===== config.mk =====
export PLATFORM = sky130hd
export DESIGN_NAME = seq_divider_nr
export DESIGN_NICKNAME = d
export VERILOG_FILES = /design/src/rtl/seq_divider_nr.sv
export SDC_FILE = /design/constraint.sdc
export NUM_CORES = 1
export LEC_CHECK = 0
export CORE_MARGIN = 8
export CORE_UTILIZATION = 37
export CTS_BUF_LIST = sky130_fd_sc_hd__clkbuf_16
export DETAILED_ROUTE_END_ITERATION = 10
export DONT_BUFFER_PORTS = 1
export PLACE_DENSITY_LB_ADDON = 0.08
export SYNTH_ARGS = -nofsm -noshare
export SYNTH_HDL_FRONTEND = slang
export SYNTH_SLANG_ARGS = --single-unit

===== constraint.sdc =====
create_clock -name clk -period 4.7 [get_ports clk]
set_clock_uncertainty 0.05 [all_clocks]
set_input_delay 0.94 -clock clk [delete_from_list [all_inputs] [get_ports clk]]
set_output_delay 0.94 -clock clk [all_outputs]
set_load 0.005 [all_outputs]

===== src/rtl/seq_divider_nr.sv =====
// Sequential non-restoring unsigned divider (DW-bit dividend, VW-bit divisor) with valid/ready ports.
// Optional macro DIV_ZERO_FAST_EN: a zero divisor goes straight to DONE on the accepting edge.
`timescale 1ns/1ps
module seq_divider_nr #(
  parameter int DW = 8,
  parameter int VW = 4
) (
  input  logic          clk,
  input  logic          rst,
  input  logic          in_valid,
  output logic          in_ready,
  input  logic [DW-1:0] dividend,
  input  logic [VW-1:0] divisor,
  output logic          out_valid,
  input  logic          out_ready,
  output logic [DW-1:0] quotient,
  output logic [VW-1:0] remainder,
  output logic          div_zero,
  output logic [1:0]    state_o
);

  localparam logic [1:0] IDLE = 2'd0;
  localparam logic [1:0] RUN  = 2'd1;
  localparam logic [1:0] FIX  = 2'd2;
  localparam logic [1:0] DONE = 2'd3;

  // Handshake: a request transfers on an edge with in_valid && in_ready,
  // a result transfers on an edge with out_valid && out_ready.
  logic [1:0]    state_q, state_d;
  logic [DW-1:0] cnt_q, cnt_d;
  logic [VW:0]   part_q, part_d;
  logic [DW-1:0] shift_q, shift_d;
  logic [VW-1:0] div_q, div_d;
  logic          zero_q, zero_d;
  logic [DW-1:0] quot_q, quot_d;
  logic [VW-1:0] rem_q, rem_d;
  logic          dz_q, dz_d;

  logic [VW:0]   dvs_ext;
  logic [VW:0]   part_sh;
  logic [VW:0]   part_step;
  logic [VW-1:0] fix_sum;

  // The shifted partial may wrap in VW+1 bits; the post-add/sub value always fits.
  assign dvs_ext   = {1'b0, div_q};
  assign part_sh   = {part_q[VW-1:0], shift_q[DW-1]};
  assign part_step = part_q[VW] ? (part_sh + dvs_ext) : (part_sh - dvs_ext);
  assign fix_sum   = part_q[VW-1:0] + (part_q[VW] ? div_q : '0);

  always_comb begin
    state_d = state_q;
    cnt_d   = cnt_q;
    part_d  = part_q;
    shift_d = shift_q;
    div_d   = div_q;
    zero_d  = zero_q;
    quot_d  = quot_q;
    rem_d   = rem_q;
    dz_d    = dz_q;
    case (state_q)
      IDLE: begin
        if (in_valid) begin
          shift_d = dividend;
          div_d   = divisor;
          part_d  = '0;
          cnt_d   = '0;
          zero_d  = (divisor == '0);
          state_d = RUN;
`ifdef DIV_ZERO_FAST_EN
          if (divisor == '0) begin
            quot_d  = '1;
            rem_d   = dividend[VW-1:0];
            dz_d    = 1'b1;
            state_d = DONE;
          end
`endif
        end
      end
      RUN: begin
        part_d  = part_step;
        shift_d = {shift_q[DW-2:0], ~part_step[VW]};
        cnt_d   = cnt_q + DW'(1);
        if (cnt_q == DW'(DW - 1)) begin
          state_d = FIX;
        end
      end
      FIX: begin
        // With a zero divisor the partial ends up holding the dividend's low bits.
        part_d  = {1'b0, fix_sum};
        quot_d  = zero_q ? '1 : shift_q;
        rem_d   = fix_sum;
        dz_d    = zero_q;
        state_d = DONE;
      end
      default: begin
        if (out_ready) begin
          state_d = IDLE;
        end
      end
    endcase
  end

  always_ff @(posedge clk or posedge rst) begin
    if (rst) begin
      state_q <= IDLE;
      cnt_q   <= '0;
      part_q  <= '0;
      shift_q <= '0;
      div_q   <= '0;
      zero_q  <= 1'b0;
      quot_q  <= '0;
      rem_q   <= '0;
      dz_q    <= 1'b0;
    end else begin
      state_q <= state_d;
      cnt_q   <= cnt_d;
      part_q  <= part_d;
      shift_q <= shift_d;
      div_q   <= div_d;
      zero_q  <= zero_d;
      quot_q  <= quot_d;
      rem_q   <= rem_d;
      dz_q    <= dz_d;
    end
  end

  assign in_ready  = (state_q == IDLE);
  assign out_valid = (state_q == DONE);
  assign quotient  = quot_q;
  assign remainder = rem_q;
  assign div_zero  = dz_q;
  assign state_o   = state_q;

endmodule


# [Word level (Yosys, flattened, before mapping)]
# Index checks and enable logic that the tools add are counted.
[classes] addsub=4 bitwise=1 reduce_logical=9 n_mux=13 n_eq_ne=6
[op_table] op="8-bit one-hot mux with 2 select lines" count=2
[op_table] op="8-bit two-way mux" count=3
[op_table] op="5-bit one-hot mux with 3 select lines" count=1
[op_table] op="5-bit two-way mux" count=2
[op_table] op="8-bit by 1-bit adder with 8-bit output (second input constant)" count=1
[op_table] op="8-bit by 3-bit == test with 1-bit output (second input constant)" count=1
[op_table] op="2-bit two-way mux" count=3
[op_table] op="2-bit one-hot mux with 3 select lines" count=1
[op_table] op="2-bit AND reduction" count=3
[op_table] op="5-bit by 4-bit adder with 5-bit output" count=1
[op_table] op="5-bit by 4-bit subtractor with 5-bit output" count=1
[op_table] op="4-bit adder" count=1
[op_table] op="2-bit == test (second input constant)" count=2
[op_table] op="4-bit zero test" count=1
[op_table] op="4-bit two-way mux" count=1
[op_table] op="2-bit inequality test (second input constant)" count=2
[op_table] op="4-bit nonzero test" count=1
[op_table] op="3-bit AND reduction" count=1
[op_table] op="3-bit nonzero test" count=1
[op_table] op="2-bit by 1-bit == test with 1-bit output (second input constant)" count=1
[op_table] op="2-bit zero test" count=1
[op_table] op="2-bit nonzero test" count=1
[op_table] op="1-bit inverter" count=1
[totals] register_bits=41 input_bits=16 wordCells=42 out_inout_bits=17

# [Logic depth before layout (Yosys ltp)]
# Gate-level depths: netlist (run 1).
[depth] ltp_word=4 depth_mapped=10 depth_no_buf=10

# [Least setup slack after synthesis (run 1)]
# Ideal clock, no wire load.
[synth_path] path_type="register to register" start="reg div_q[0]" end="reg shift_q[0]" path_buffers=0 period_less_slack_ns=2.293 required_ns=4.516 path_stages_with_launch=10 slack_ns=2.407 arrival_time_ns=2.109 setup_ns=0.134 path_cell_list="dfrtp_1 -> inv_1 -> ha_1 -> mux2_2 -> fa_1 -> a21o_1 -> a21oi_1 -> xnor3_1 -> mux2i_1 -> o21ai_0"
[synth_between] elab_chain_len=4 word_cells_on_any_way=5 cone_classes="add/sub (2); mux (2); bitwise (1)"
[synth_lines] item="start: declaration" line_no="33" source="logic [VW-1:0] div_q, div_d;"
[synth_lines] item="start signal: assignment" line_no="119" source="div_q <= div_d;"
[synth_lines] item="5-bit by 4-bit subtractor with 5-bit output / 5-bit by 4-bit adder with 5-bit output (equally long branches)" line_no="47" source="assign part_step = part_q[VW] ? (part_sh + dvs_ext) : (part_sh - dvs_ext);"
[synth_lines] item="5-bit two-way mux (*)" line_no="47"
[synth_lines] item="1-bit inverter (*)" line_no="81" source="shift_d = {shift_q[DW-2:0], ~part_step[VW]};"
[synth_lines] item="8-bit one-hot mux with 2 select lines (*)" line_no="60" source="case (state_q)"
[synth_lines] item="end signal: assignment" line_no="118" source="shift_q <= shift_d;"
[synth_lines] item="end: declaration" line_no="32" source="logic [DW-1:0] shift_q, shift_d;"
# Mark *: on every way between the ends. The rest lies on a longest branch, timed or not.
# A chain may end at the register's enable or synchronous reset.

# [Worst setup path after layout (run 1)]
# Ends and elaborated chain as after synthesis.

==> summary.md, run 1 <==
| Metric | Value |
|---|---|
| Status | `finished, final reports clean` |
| Unrepaired setup endpoints after global routing | `false` |
| Area of the core | `0.00582 mm²` |
| Reg2reg start | `div_q[0]$_DFFE_PP0P_` |
| Synth Area in Adders | `0.0982` |
| Synthesis warning total | `0` |
| Fmax achieved | `slightly below 400 MHz` |
| Crit-path cells | `inv_1 -> ha_1 -> mux2_2 -> fa_1 -> a21o_1 -> a21oi_1 -> xnor3_1 -> mux2i_1 -> o21ai_0` |
| Sequential area share after synthesis | `0.468` |
| Post-synthesis cell type count | `36` |
| Slowest cell delay on critical path | `around 430 ps` |
| Vias per cell | `5.26` |
| Final setup TNS | `0 ps` |
| Final Critical Period | `between 2000 and 3000 ps` |
| Critical path class | `flop to flop` |
| Max-slew headroom | `0.387` |
| Post-CTS Setup Repair Bufs | `0` |
| Avg Synthesized Cell Area | `11.0 µm²` |
| WL per Instance | `between 15 and 20 µm` |
| Starting Density | `0.377` |
| Die outline height | `approximately 93 µm` |
| Asr flop ratio synth | `1.00` |
| FF-to-FF End | `shift_q[0]$_DFFE_PP0P_` |
| P&R area growth vs syn | `8.68%` |
| H-tree depth | `2` |
| Synth Register Bits | `41` |
| Most common flop cell mapped by yosys | `dfrtp_1` |
| MaxCap Viol Count | `0` |
| Crit Path Max Fanout | `5` |
| Post-Syn Instances | `199` |
| N_diodes | `0` |
| 1st-iter DRT viols | `74` |
| ANT nets after route | `0` |
| Die Wd | `between 90 and 100 µm` |
| Post-synth EDFFs | `0` |
| CP required | `approximately 4800 ps` |
| Hold endpoint | `cnt_q[1]$_DFFE_PP0P_` |
| CP endpoint kind | `flop` |
| Largest net degree at the start of global routing | `42` |
| Worst vdd ir | `about 0.20 mV` |
| DRC Markers | `0` |
| Std-Cell Rows | `28` |
| Family with the most delay on the worst path | `adder cells` |
| TritonRoute pass-1 iters | `4` |
| Layout cells sized above 1 | `0.107` |
| Clock slew at reported path FFs | `60 ps` |
| Setup violations, final | `0` |
| Clk Latency, worst-skew pair | `280 ps` |
| Drt total wl | `about 4.6 mm` |
| CTS Sinks | `a little over 40` |
| Initial antenna violation count | `0` |
| GRT Residual Overflow | `0` |
| Post-cts sizing count | `0` |
| Vias | `~1.4k` |
| Fin crit share | `0.539` |
| Hold Violations, Final | `0` |
| DP HPWL | `3.45 mm` |
| Worst Tran Pin Value | `about 920 ps` |
| Gr usage total | `0.112` |
| First-pass GRT wire length | `approximately 7.7 mm` |
| Compound-Gate Fraction of Synth Area | `0.126` |
| Largest family of logic cells by synthesized area | `compound AO/OA/AOI/OAI gates` |
| Number of global-route vias before repair | `approximately 1.6k` |
| Die ar. | `slightly below 0.009 mm²` |
| Type of origin of the critical path | `flop` |
| Setup Slack @ Placement | `2120 ps` |
| WP data arrival | `around 2600 ps` |
| Synth Cell Area | `0.00219 mm²` |
| IO buf count | `0` |
| Crit. path cell count | `9` |
| CTS Buffer Depth | `2` |
| R2R setup slack | `roughly 2200 ps` |
| Lkg Pwr | `approximately 1.1 nW` |
| Post-synth net total | `between 200 and 250` |
| Hold buffers post-CTS | `0` |
| Fin. max-slew vios | `0` |
| Buf/Inv on CP | `1` |
| Hold Path Class | `flop to flop` |
| PwrDens | `between 700 and 800 mW/mm²` |
| Total CTS buffers | `5` |
| Post-synthesis mux area share | `0.108` |
| CTS tree | `built` |
| Crit-path slowest cell | `dfrtp_1` |
| Final worst setup slack | `between 2000 and 2500 ps` |
| Clk root buf | `clkbuf_16` |
| Worst r2r path cells | `9` |
| Simple-Gate Fraction of Synth Area | `0.106` |
| HP Start | `cnt_q[1]$_DFFE_PP0P_` |
| Routability Congestion | `around 0.8` |
| Layout Nets | `about 230` |
| Cells on Worst Hold Path | `2` |
| # IOs | `33` |
| Xor/xnor share of the synthesized area | `0.0582` |
-- tightest hold or removal path, delay by kind of cell, from the launching register on --
| family | cells | cell delay, ps |
|---|---|---|
| flops | 1 | 360 |
| simple gates | 2 | 100 |
-- Yosys cell counts (2+ instances only) --
master	number	area (µm²)
mux2i_1	11	110
mux2_2	10	113
nor2_1	12	45.0
nand2_1	21	78.8
o21ai_0	11	55.1
nor3_1	2	10.0
nand2b_1	2	12.5
a21oi_1	4	20.0
nand4_1	4	25.0
o22a_1	8	70.1
fa_1	2	40.0
xnor2_1	3	26.3
and2_1	3	18.8
inv_1	7	26.3
dfrtp_1	41	1030
a21o_1	3	22.5
ha_1	14	175
a22o_1	4	35.0
o31ai_1	2	15.0
clkbuf_1	4	15.0
a22oi_1	4	30.0
buf_2	5	25.0
xor2_1	9	78.8
-- worst max-delay path by stage --
stage,start,endpoint,slack (ps)
6_report,div_q[0]$_DFFE_PP0P_,shift_q[0]$_DFFE_PP0P_,2170
5_1_grt,div_q[0]$_DFFE_PP0P_,shift_q[0]$_DFFE_PP0P_,2060
4_1_cts,state_o[1]$_DFFE_PP0P_,cnt_q[0]$_DFFE_PP0P_,2120
3_5_place_dp,state_o[1]$_DFFE_PP0P_,cnt_q[0]$_DFFE_PP0P_,2120
3_3_place_gp,state_o[1]$_DFFE_PP0P_,cnt_q[0]$_DFFE_PP0P_,2200
2_1_floorplan,div_q[0]$_DFFE_PP0P_,shift_q[0]$_DFFE_PP0P_,2410
-- cell usage in the layout (no fill, tap or decap), types with 3 or more instances in the layout --
cell type	netlist	final
nand2_1	21	21
clkbuf_16	0	5
xor2_1	9	9
o21ai_0	11	11
dfrtp_1	41	41
xnor2_1	3	3
ha_1	14	14
a21o_1	3	3
mux2i_1	11	10
and2_1	3	3
nand4_1	4	4
a22oi_1	4	4
a21oi_1	4	4
o22a_1	8	8
nor2_1	12	12
inv_1	7	7
a22o_1	4	4
mux2_2	10	10
-- report_power, final --
group          internal [W]  switching [W]
Clock              0.000192       0.000127
Sequential         0.000494       0.000138
Combinational      0.000356       0.000401
Total               0.00104       0.000667
-- cell type report --
type                            count  area, µm²
Fill cell                         597       3430
Multi-Input combinational cell    141       1090
Sequential cell                    41       1030
Clock buffer                        5        125
Tap cell                           75       93.8
Inverter                            7       26.3
Clock inverter                      2       11.3
Timing Repair Buffer                1       7.51
-- sequential cells by signal, indices dropped and copies added (netlist names) --
register   count
cnt_q          8
div_q          4
div_zero       1
part_q         5
quotient       8
remainder      4
shift_q        8
state_o        2
zero_q         1
-- logic make-up (layout without fill, tap and decap cells) --
group           after synthesis  after routing
compound gates               40             40
xor+xnor                     13             13
simple gates                 50             50
flops                        41             41
fa+ha+maj                    16             16
buf+inv                      17             15
mux                          22             22
-- metrics by stage --
stage                     power [W]  instances  area (µm²)  utilization  hold slack [ps]
after floorplan             0.00123        199        2190            -              407
after global placement      0.00137        265        2240        0.386              425
after detailed placement    0.00141        265        2240        0.386              440
after CTS                   0.00174        272        2380        0.409              453
after global routing        0.00185        272        2380        0.410              494
final                       0.00171        272        2380        0.410              443
-- per-layer routing --
metal / track usage / part of all wire
met5: 0 / 0
met2: 0.195 / 0.51
met3: 0.0361 / 0.057
met1: 0.125 / 0.42
met4: 0.0376 / 0.014
(Power assumes the default switching activity.)
==> inputs of run 2 (changes only) <==
==> constraint.sdc (replaced) <==
create_clock -name clk -period 2.5 [get_ports clk]
set_clock_uncertainty 0.05 [all_clocks]
set_input_delay 0.5 -clock clk [delete_from_list [all_inputs] [get_ports clk]]
set_output_delay 0.5 -clock clk [all_outputs]
set_load 0.005 [all_outputs]
==> summary.md, run 2 (synthesis results as in run 1) <==
| Metric | Value |
|---|---|
| Status | `finished, final reports clean` |
| Area post-placement | `about 0.0023 mm²` |
| Crit-path slowest cell | `fa_2` |
| WL per Instance | `approximately 17 µm` |
| GRT Residual Overflow | `0` |
| ANT nets after route | `0` |
| Finished layout cell area | `roughly 0.0025 mm²` |
| Commonest non-fill, non-tap cell in the layout | `dfrtp_1` |
| Lkg Pwr | `approximately 1.2 nW` |
| Crit path from | `div_q[0]$_DFFE_PP0P_` |
| Die outline height | `93.0 µm` |
| CP required | `approximately 2600 ps` |
| WP data arrival | `~2400 ps` |
| Die Wd | `roughly 93 µm` |
| Layout cells sized above 1 | `0.142` |
| Net Sw Power | `0.00127 W` |
| Final Critical Period | `between 2000 and 2500 ps` |
| Reg2reg start | `div_q[0]$_DFFE_PP0P_` |
| Fmax achieved | `437 MHz` |
| Fin. max-slew vios | `0` |
| Area of the core | `between 0.005 and 0.006 mm²` |
| Switching part of the total | `0.374` |
| Combinational power share | `0.448` |
| TritonRoute pass-1 iters | `4` |
| Crit-path cells | `inv_1 -> ha_1 -> mux2_2 -> fa_2 -> a21o_1 -> a21oi_1 -> xnor3_1 -> mux2i_1 -> o21ai_0` |
| N_diodes | `0` |
| Max-slew headroom | `0.641` |
| Fin crit share | `0.916` |
| Starting Density | `0.377` |
| Routability Congestion | `just over 0.8` |
| Gr usage total | `0.119` |
| PwrDens | `roughly 1400 mW/mm²` |
| H-tree depth | `2` |
| Crit. path cell count | `9` |
| Type of origin of the critical path | `flop` |
| Worst vdd ir | `~0.40 mV` |
| Buf/Inv on CP | `1` |
| Layout Nets | `about 240` |
| CTS Buffer Depth | `2` |
| Largest net degree at the start of global routing | `42` |
| Number of global-route vias before repair | `between 1.5k and 2k` |
| Sequential Power Share | `0.344` |
| IO buf count | `0` |
| Crit Path Max Fanout | `2` |
| Worst Tran Pin Value | `roughly 540 ps` |
| CTS Sinks | `41` |
| Final setup TNS | `0 ps` |
| Clk pwr share | `0.208` |
| Hold Violations, Final | `0` |
| Vias per cell | `5.20` |
| R2R setup slack | `between 200 and 250 ps` |
| MaxCap Viol Count | `0` |
| Worst setup endpoint | `shift_q[0]$_DFFE_PP0P_` |
| P_int | `approximately 0.0021 W` |
| First-pass GRT wire length | `between 8 and 9 mm` |
| Hold buffers post-CTS | `0` |
| # IOs | `33` |
| CP endpoint kind | `flop` |
| P&R area growth vs syn | `12.1%` |
| Std-Cell Rows | `28` |
| 1st-iter DRT viols | `52` |
| Clk root buf | `clkbuf_16` |
| Slowest cell delay on critical path | `~370 ps` |
| Die ar. | `slightly below 0.009 mm²` |
| FF-to-FF End | `shift_q[0]$_DFFE_PP0P_` |
| Initial antenna violation count | `0` |
| Unrepaired setup endpoints after global routing | `false` |
| Worst r2r path cells | `9` |
| Setup violations, final | `0` |
| DRC Markers | `0` |
| Family with the most delay on the worst path | `adder cells` |
| Most frequent cells in the layout | `41 x dfrtp_1, 21 x nand2_1, 14 x ha_1` |
| Total CTS buffers | `5` |
| Vias | `~1.5k` |
| Drt total wl | `approximately 4.7 mm` |
| Hold Path Class | `input pin to asynchronous set/reset pin` |
| Critical path class | `flop to flop` |
| Clk Latency, worst-skew pair | `approximately 280 ps` |
| DP HPWL | `3.55 mm` |
| CTS tree | `built` |
| Clock slew at reported path FFs | `approximately 60 ps` |
run 2: cell types whose count changed in the layout (fill, tap and decap cells not counted):
cell | previous run | this run
buf_4 | 1 | 8
mux2i_1 | 10 | 11
mux2i_2 | 1 | 0
clkinv_2 | 0 | 1
clkinvlp_4 | 1 | 0
clkinv_1 | 1 | 0
fa_1 | 2 | 1
bufinv_16 | 0 | 1
fa_2 | 0 | 1
run 2: what timing repair did:
item	4_1_cts	5_1_grt
gates resized for setup	0	1
endpoints found under the setup margin	0	2
buffers inserted	0	1
run 2: worst register-to-register path, stage by stage, from the launching register on:
cell and delay (ps):
dfrtp_1 350, inv_1 50, ha_1 280, mux2_2 300, fa_2 370, a21o_1 160
a21oi_1 150, xnor3_1 250, mux2i_1 130, o21ai_0 80
run 2: through the flow:
step	setup WS, ps	hold WS [ps]	util	total power, W	instances
finish	210	182	0.423	0.00339	279
global route	65.0	263	0.423	0.00369	279
floorplan	207	407	-	0.00232	199
global placement	159	422	0.393	0.00266	271
detailed placement	86.4	442	0.393	0.00272	271
CTS	86.3	217	0.421	0.00344	278
run 2: layout make-up:
| class | instances | area [µm²] |
|---|---|---|
| fill | 568 | 3360 |
| multi-input combinational | 141 | 1090 |
| sequential | 41 | 1030 |
| clock buffer | 5 | 125 |
| tap | 75 | 93.8 |
| timing repair buffer | 8 | 60.1 |
| clock inverter | 2 | 35.0 |
| inverter | 7 | 26.3 |
run 2: per-layer routing:
layer	global-route usage	part of all wire	wire length [µm]	up-vias
li1	-	-	-	703
met2	0.205	0.52	2430	18
met4	0.0322	0.0058	27	0
met1	0.138	0.43	2020	726
met3	0.0369	0.044	206	5
met5	0	0	0	-
run 2: worst min path at each step:
stage | end | slack, ps | cells after the start
after floorplan | cnt_q[1]$_DFFE_PP0P_ | 410 | 2
after global placement | cnt_q[1]$_DFFE_PP0P_ | 420 | 2
after detailed placement | cnt_q[1]$_DFFE_PP0P_ | 440 | 2
after CTS | cnt_q[4]$_DFFE_PP0P_ | 220 | 2
after global routing | cnt_q[0]$_DFFE_PP0P_ | 260 | 2
final | cnt_q[3]$_DFFE_PP0P_ | 180 | 2
run 2: power groups by stage:
stage / Combinational [W] / Sequential (W) / Clock, W
after global routing: 0.00173 / 0.00121 / 0.000749
final: 0.00152 / 0.00117 / 0.000706
after detailed placement: 0.00153 / 0.00119 / 0
after global placement: 0.00148 / 0.00118 / 0
after CTS: 0.00153 / 0.00118 / 0.000730
after floorplan: 0.00121 / 0.00111 / 0
